## config.mk

```make
export PLATFORM = sky130hd
export DESIGN_NAME = argmax_tree
export DESIGN_NICKNAME = d
export VERILOG_FILES = /design/src/rtl/argmax_tree.sv
export SDC_FILE = /design/constraint.sdc
export NUM_CORES = 1
export LEC_CHECK = 0
export BUFFER_PORTS_ARGS = -buffer_cell sky130_fd_sc_hd__buf_4
export CAP_MARGIN = 5
export CORE_UTILIZATION = 39
export CTS_BUF_LIST = sky130_fd_sc_hd__clkbuf_4
export DETAILED_ROUTE_END_ITERATION = 10
export GPL_ROUTABILITY_DRIVEN = 0
export HOLD_SLACK_MARGIN = 0.08
export PLACE_DENSITY = 0.59
export SKIP_LAST_GASP = 1
export SYNTH_ARGS = -nofsm -noshare
export SYNTH_HDL_FRONTEND = slang
export SYNTH_SLANG_ARGS = --single-unit
export TNS_END_PERCENT = 1
```

## constraint.sdc

```tcl
create_clock -name w_clk -period 4.2 [get_ports w_clk]
set_input_delay 0.42 -clock w_clk [delete_from_list [all_inputs] [get_ports w_clk]]
set_output_delay 0.42 -clock w_clk [all_outputs]
set_load 0.01 [all_outputs]
```

## src/rtl/argmax_tree.sv

```systemverilog
// Pipelined winner-take-all: log2(P_NUM) registered compare stages select the
// largest candidate (lowest index on ties) and qualify it against a threshold.

module argmax_cmp #(
  parameter int P_WIDTH = 19,
  parameter int P_IDXW  = 3
) (
  input  logic [P_WIDTH-1:0] a_val,
  input  logic [P_IDXW-1:0]  a_idx,
  input  logic [P_WIDTH-1:0] b_val,
  input  logic [P_IDXW-1:0]  b_idx,
  output logic [P_WIDTH-1:0] w_val,
  output logic [P_IDXW-1:0]  w_idx
);
  // a always carries the lower indices, so >= keeps ties on the lowest index
  logic sel_a;
  assign sel_a = (a_val >= b_val);
  assign w_val = sel_a ? a_val : b_val;
  assign w_idx = sel_a ? a_idx : b_idx;
endmodule

module argmax_tree #(
  parameter int P_WIDTH = 19,
  parameter int P_NUM   = 8,
  parameter int P_IDXW  = $clog2(P_NUM)
) (
  input  logic                     w_clk,
  input  logic                     i_rst_n,
  input  logic                     i_valid,
  input  logic [P_NUM*P_WIDTH-1:0] i_data,
  input  logic [P_WIDTH-1:0]       i_thresh,
  output logic                     o_valid,
  output logic [P_WIDTH-1:0]       o_result,
  output logic [P_NUM-1:0]         o_onehot,
  output logic [P_IDXW-1:0]        o_index,
  output logic                     o_zero,
  output logic                     o_hit
);
  localparam int S = $clog2(P_NUM);

  logic [S-1:0] vld_q;
  logic [S:0]   vld_pipe;
  assign vld_pipe = {vld_q, i_valid};
  assign o_valid  = vld_q[S-1];

  always_ff @(posedge w_clk or negedge i_rst_n) begin
    if (!i_rst_n) vld_q <= '0;
    else          vld_q <= vld_pipe[S-1:0];
  end

  genvar s, j, k;
  for (s = 1; s <= S; s++) begin : g_st
    localparam int N = P_NUM >> s;
    logic [2*N-1:0][P_WIDTH-1:0] src_val;
    logic [2*N-1:0][P_IDXW-1:0]  src_idx;
    logic [P_WIDTH-1:0]          src_thr;
    logic                        src_zero;
    logic [N-1:0][P_WIDTH-1:0]   win_val;
    logic [N-1:0][P_IDXW-1:0]    win_idx;

    if (s == 1) begin : g_src
      assign src_val  = i_data;
      assign src_thr  = i_thresh;
      assign src_zero = ~|i_data;
      for (k = 0; k < P_NUM; k++) begin : g_idx
        assign src_idx[k] = P_IDXW'(k);
      end
    end else begin : g_src
      assign src_val  = g_st[s-1].g_reg.val_q;
      assign src_idx  = g_st[s-1].g_reg.idx_q;
      assign src_thr  = g_st[s-1].g_reg.thr_q;
      assign src_zero = g_st[s-1].g_reg.zero_q;
    end

    for (j = 0; j < N; j++) begin : g_cmp
      argmax_cmp #(.P_WIDTH(P_WIDTH), .P_IDXW(P_IDXW)) u_cmp (
        .a_val (src_val[2*j]),
        .a_idx (src_idx[2*j]),
        .b_val (src_val[2*j+1]),
        .b_idx (src_idx[2*j+1]),
        .w_val (win_val[j]),
        .w_idx (win_idx[j])
      );
    end

    if (s < S) begin : g_reg
      logic [N-1:0][P_WIDTH-1:0] val_q;
      logic [N-1:0][P_IDXW-1:0]  idx_q;
      logic [P_WIDTH-1:0]        thr_q;
      logic                      zero_q;
      always_ff @(posedge w_clk or negedge i_rst_n) begin
        if (!i_rst_n) begin
          val_q  <= '0;
          idx_q  <= '0;
          thr_q  <= '0;
          zero_q <= 1'b1;
        end else if (vld_pipe[s-1]) begin
          val_q  <= win_val;
          idx_q  <= win_idx;
          thr_q  <= src_thr;
          zero_q <= src_zero;
        end
      end
    end else begin : g_out
      // last stage registers the qualified result straight onto the ports
      always_ff @(posedge w_clk or negedge i_rst_n) begin
        if (!i_rst_n) begin
          o_result <= '0;
          o_onehot <= '0;
          o_index  <= '0;
          o_zero   <= 1'b1;
          o_hit    <= 1'b0;
        end else if (vld_pipe[s-1]) begin
          o_result <= win_val[0];
          o_onehot <= src_zero ? '0 : (P_NUM'(1) << win_idx[0]);
          o_index  <= src_zero ? '0 : win_idx[0];
          o_zero   <= src_zero;
          o_hit    <= !src_zero && (win_val[0] >= src_thr);
        end
      end
    end
  end
endmodule

```

==> results.py <==
metrics = {
    "drt": {
        "vias_per_cell": 5.90,
        "drt_iter0_drc": 972,
        "met2_length_mm": 21.1,
        "routed_wl_mm": 47.3,
        "dr_total_vias": 13977,
        "ant_nets": 0,
        "wl_per_cell_um": 19.9,
        "met3_length_mm": 3.32,
        "drt_pass1_iterations": 5,
        "drc_errors": 0,
        "wl_met1_mm": 22.0,
        "top_layer_used": "met4",
    },
    "critical_path": {
        "worst-path-max-fanout": 26,
        "end_kind": "flop",
        "worstPathArrival_ns": 4.26,
        "cp.required_ns": 4.74,
        "worstSetupPathType": "flop to flop",
        "start_kind": "flop",
    },
    "min_path": {
        "hold_class": "input port to flop",
    },
    "die": {
        "rows": 70,
        "boundaryPins": 207,
        "start_util": 0.395,
        "die_y_um": 194,
        "die_area_sq_mm": 0.0377,
        "core-area_sq_mm": 0.0364,
        "die_x_um": 194,
    },
    "global_routing": {
        "first_global_vias": 13512,
        "grt.total_usage": 0.254,
        "grt_pass1_wl_mm": 75.8,
        "grt_max_degree": 199,
        "overflow": 0,
        "antenna_found_initial": 1,
    },
    "synthesis": {
        "synth_area_sq_mm": 0.0144,
        "yosysWarnings": 0,
        "ys_ff_latch": 199,
        "synthCells": 1657,
        "synth_edf_count": 0,
        "yosysTopAreaCellShare": 0.341,
        "avgSynthCellArea_sq_um": 8.69,
        "syn_nets": 1983,
        "synth.largest_area_cell": "dfrtp_1",
        "synth_ff_type": "dfrtp_1",
        "ys_seq_area_frac": 0.346,
        "ys_async_sr_fraction": 1.00,
        "synth_area_leaders": "dfrtp_1, ha_1, inv_1",
        "synth.distinct_cells": 56,
    },
    "run_status": {
        "status": "finished clean",
    },
    "cts": {
        "clock_latency_ns": 0.64,
        "cts_resized": 0,
        "cts_buffer_depth": 2,
        "cts_root_buf": "clkbuf_4",
        "path_clk_slew_ns": 0.20,
        "cts-hold-fix-buffers": 96,
        "htreeDepth": 4,
        "cts_tree": "done",
        "cts_post_setup_buffers_inserted": 0,
        "cts_buffers": 17,
        "clock_sinks": 199,
    },
    "pwr": {
        "ir_worst_vdd_mv": 0.270,
        "p_per_area_mw_per_mm2": 460,
        "leakage_nw": 8.29,
    },
    "sta": {
        "tns_ns": 0,
        "fin_crit_ns": 3.72,
        "fin_skew_ns": 0.0348,
        "final.period_utilization": 0.886,
        "rsz0062_at_grt": "no",
        "fmax_ghz": 0.269,
        "setup_violations": 0,
        "finalHoldViolations": 0,
        "final_max_slew_viol_count": 0,
        "setup_ws_ns": 0.479,
        "tightestPinTransition_ns": 1.06,
        "relSlewSlack": 0.293,
    },
    "cells_and_area": {
        "final_common_cell": "buf_4",
        "syn_to_final_growth_pct": 21.9,
        "design_area_sq_mm": 0.0176,
        "drive_above_1_share": 0.170,
        "nNetsFinal": 2214,
        "final_cell_mix": "buf_4, dfrtp_1, inv_1",
    },
    "run": {
        "cap_violations": 0,
    },
    "place": {
        "dpl_cell_area_sq_mm": 0.0163,
        "dp_slack_ns": 0.504,
        "hpwl_mm": 36.1,
        "io_buffers": 206,
    },
}
## Yosys cell counts (5+ instances only)
| cell type | number |
|---|---|
| a211oi_1 | 6 |
| a21o_1 | 30 |
| a21oi_1 | 94 |
| a31oi_1 | 42 |
| a32oi_1 | 20 |
| and3_1 | 13 |
| buf_1 | 10 |
| buf_2 | 24 |
| buf_6 | 5 |
| clkbuf_1 | 72 |
| dfrtp_1 | 196 |
| ha_1 | 152 |
| inv_1 | 188 |
| mux2_2 | 40 |
| mux2i_1 | 22 |
| nand2_1 | 107 |
| nand2b_1 | 5 |
| nand3_1 | 120 |
| nand4_1 | 60 |
| nor2_1 | 26 |
| nor2b_1 | 49 |
| nor3_1 | 40 |
| nor4_1 | 39 |
| o2111ai_1 | 58 |
| o21ai_0 | 49 |
| o21ai_1 | 12 |
| o22a_1 | 18 |
| o22ai_1 | 45 |
| or2_2 | 5 |
| or3_1 | 56 |
## layer usage
metal / vias up / track usage
met5: - / 0
met2: 573 / 0.395
li1: 6591 / -
met4: 0 / 0.0641
met1: 6765 / 0.364
met3: 48 / 0.0416
## critical path, stage by stage, from the launching register on
cell	delay [ns]
dfrtp_1	0.37
inv_1	0.06
ha_1	0.31
nand4_1	0.17
nor4_1	0.38
o21ai_0	0.22
o211ai_4	0.17
buf_4	0.42
mux2i_1	0.39
ha_1	0.31
and4_1	0.23
a221o_1	0.36
a21oi_1	0.13
o21ai_0	0.09
## through the flow
stage / utilization / total power, mW / hold slack [ns] / std cells
3_5_place_dp: 0.447 / 6.83 / 0.468 / 2241
2_1_floorplan: - / 5.44 / 0.124 / 1657
3_3_place_gp: 0.447 / 6.70 / 0.459 / 2241
6_report: 0.482 / 8.08 / 0.164 / 2370
5_1_grt: 0.482 / 8.74 / 0.141 / 2370
4_1_cts: 0.482 / 8.09 / 0.114 / 2369
## cell type report
class                           count  area (sq um)
Multi-Input combinational cell   1159          8260
Sequential cell                   199          4990
Antenna cell                        1          2.50
Fill cell                        3553         18900
Clock inverter                     15           186
Inverter                          188           706
Tap cell                          468           586
Timing Repair Buffer              323          2700
Clock buffer                       17           128
## worst paths after layout
path / slack [ns] / depth (start not counted) / from / end
worst max-delay path: 0.48 / 13 / g_st[2].g_reg.val_q[25]$_DFFE_PN0P_ / o_hit$_DFFE_PN0P_
worst min-delay path: 0.16 / 4 / i_data[146] / g_st[1].g_reg.val_q[70]$_DFFE_PN0P_
worst max register to register: 0.48 / 13 / g_st[2].g_reg.val_q[25]$_DFFE_PN0P_ / o_hit$_DFFE_PN0P_
worst min register to register: 0.49 / 2 / g_st[1].g_reg.zero_q$_DFFE_PN1P_ / g_st[1].g_reg.zero_q$_DFFE_PN1P_
max in group asynchronous: 2.78 / 3 / i_rst_n / g_st[1].g_reg.val_q[13]$_DFFE_PN0P_
min in group asynchronous: 0.38 / 2 / i_rst_n / g_st[1].g_reg.thr_q[11]$_DFFE_PN0P_
## power by group
part	leakage (nW)	total [mW]	switching [mW]	internal (mW)
combinational	5.73	4.15	2.31	1.84
clock	0.163	1.12	0.786	0.332
sequential	2.40	2.81	0.387	2.43
## state kept, by name, summed over array words and instances (netlist names)
| name | count |
|---|---|
| g_st.g_reg.thr_q | 38 |
| o_zero | 1 |
| g_st.g_reg.zero_q | 2 |
| o_hit | 1 |
| vld_q | 3 |
| o_result | 19 |
| o_index | 3 |
| g_st.g_reg.val_q | 114 |
| g_st.g_reg.idx_q | 10 |
| o_onehot | 8 |
## logic make-up (layout without fill, tap and decap cells)
family | count (synthesis) | count (layout) | share of synthesized area
simple gates | 537 | 537 | 0.198
mux | 62 | 62 | 0.0466
flops | 199 | 199 | 0.346
fa+ha+maj | 152 | 152 | 0.132
buf+inv | 299 | 543 | 0.0826
other cells | 0 | 1 | 0
compound gates | 408 | 408 | 0.194
Power figures use the tool's default switching activity.
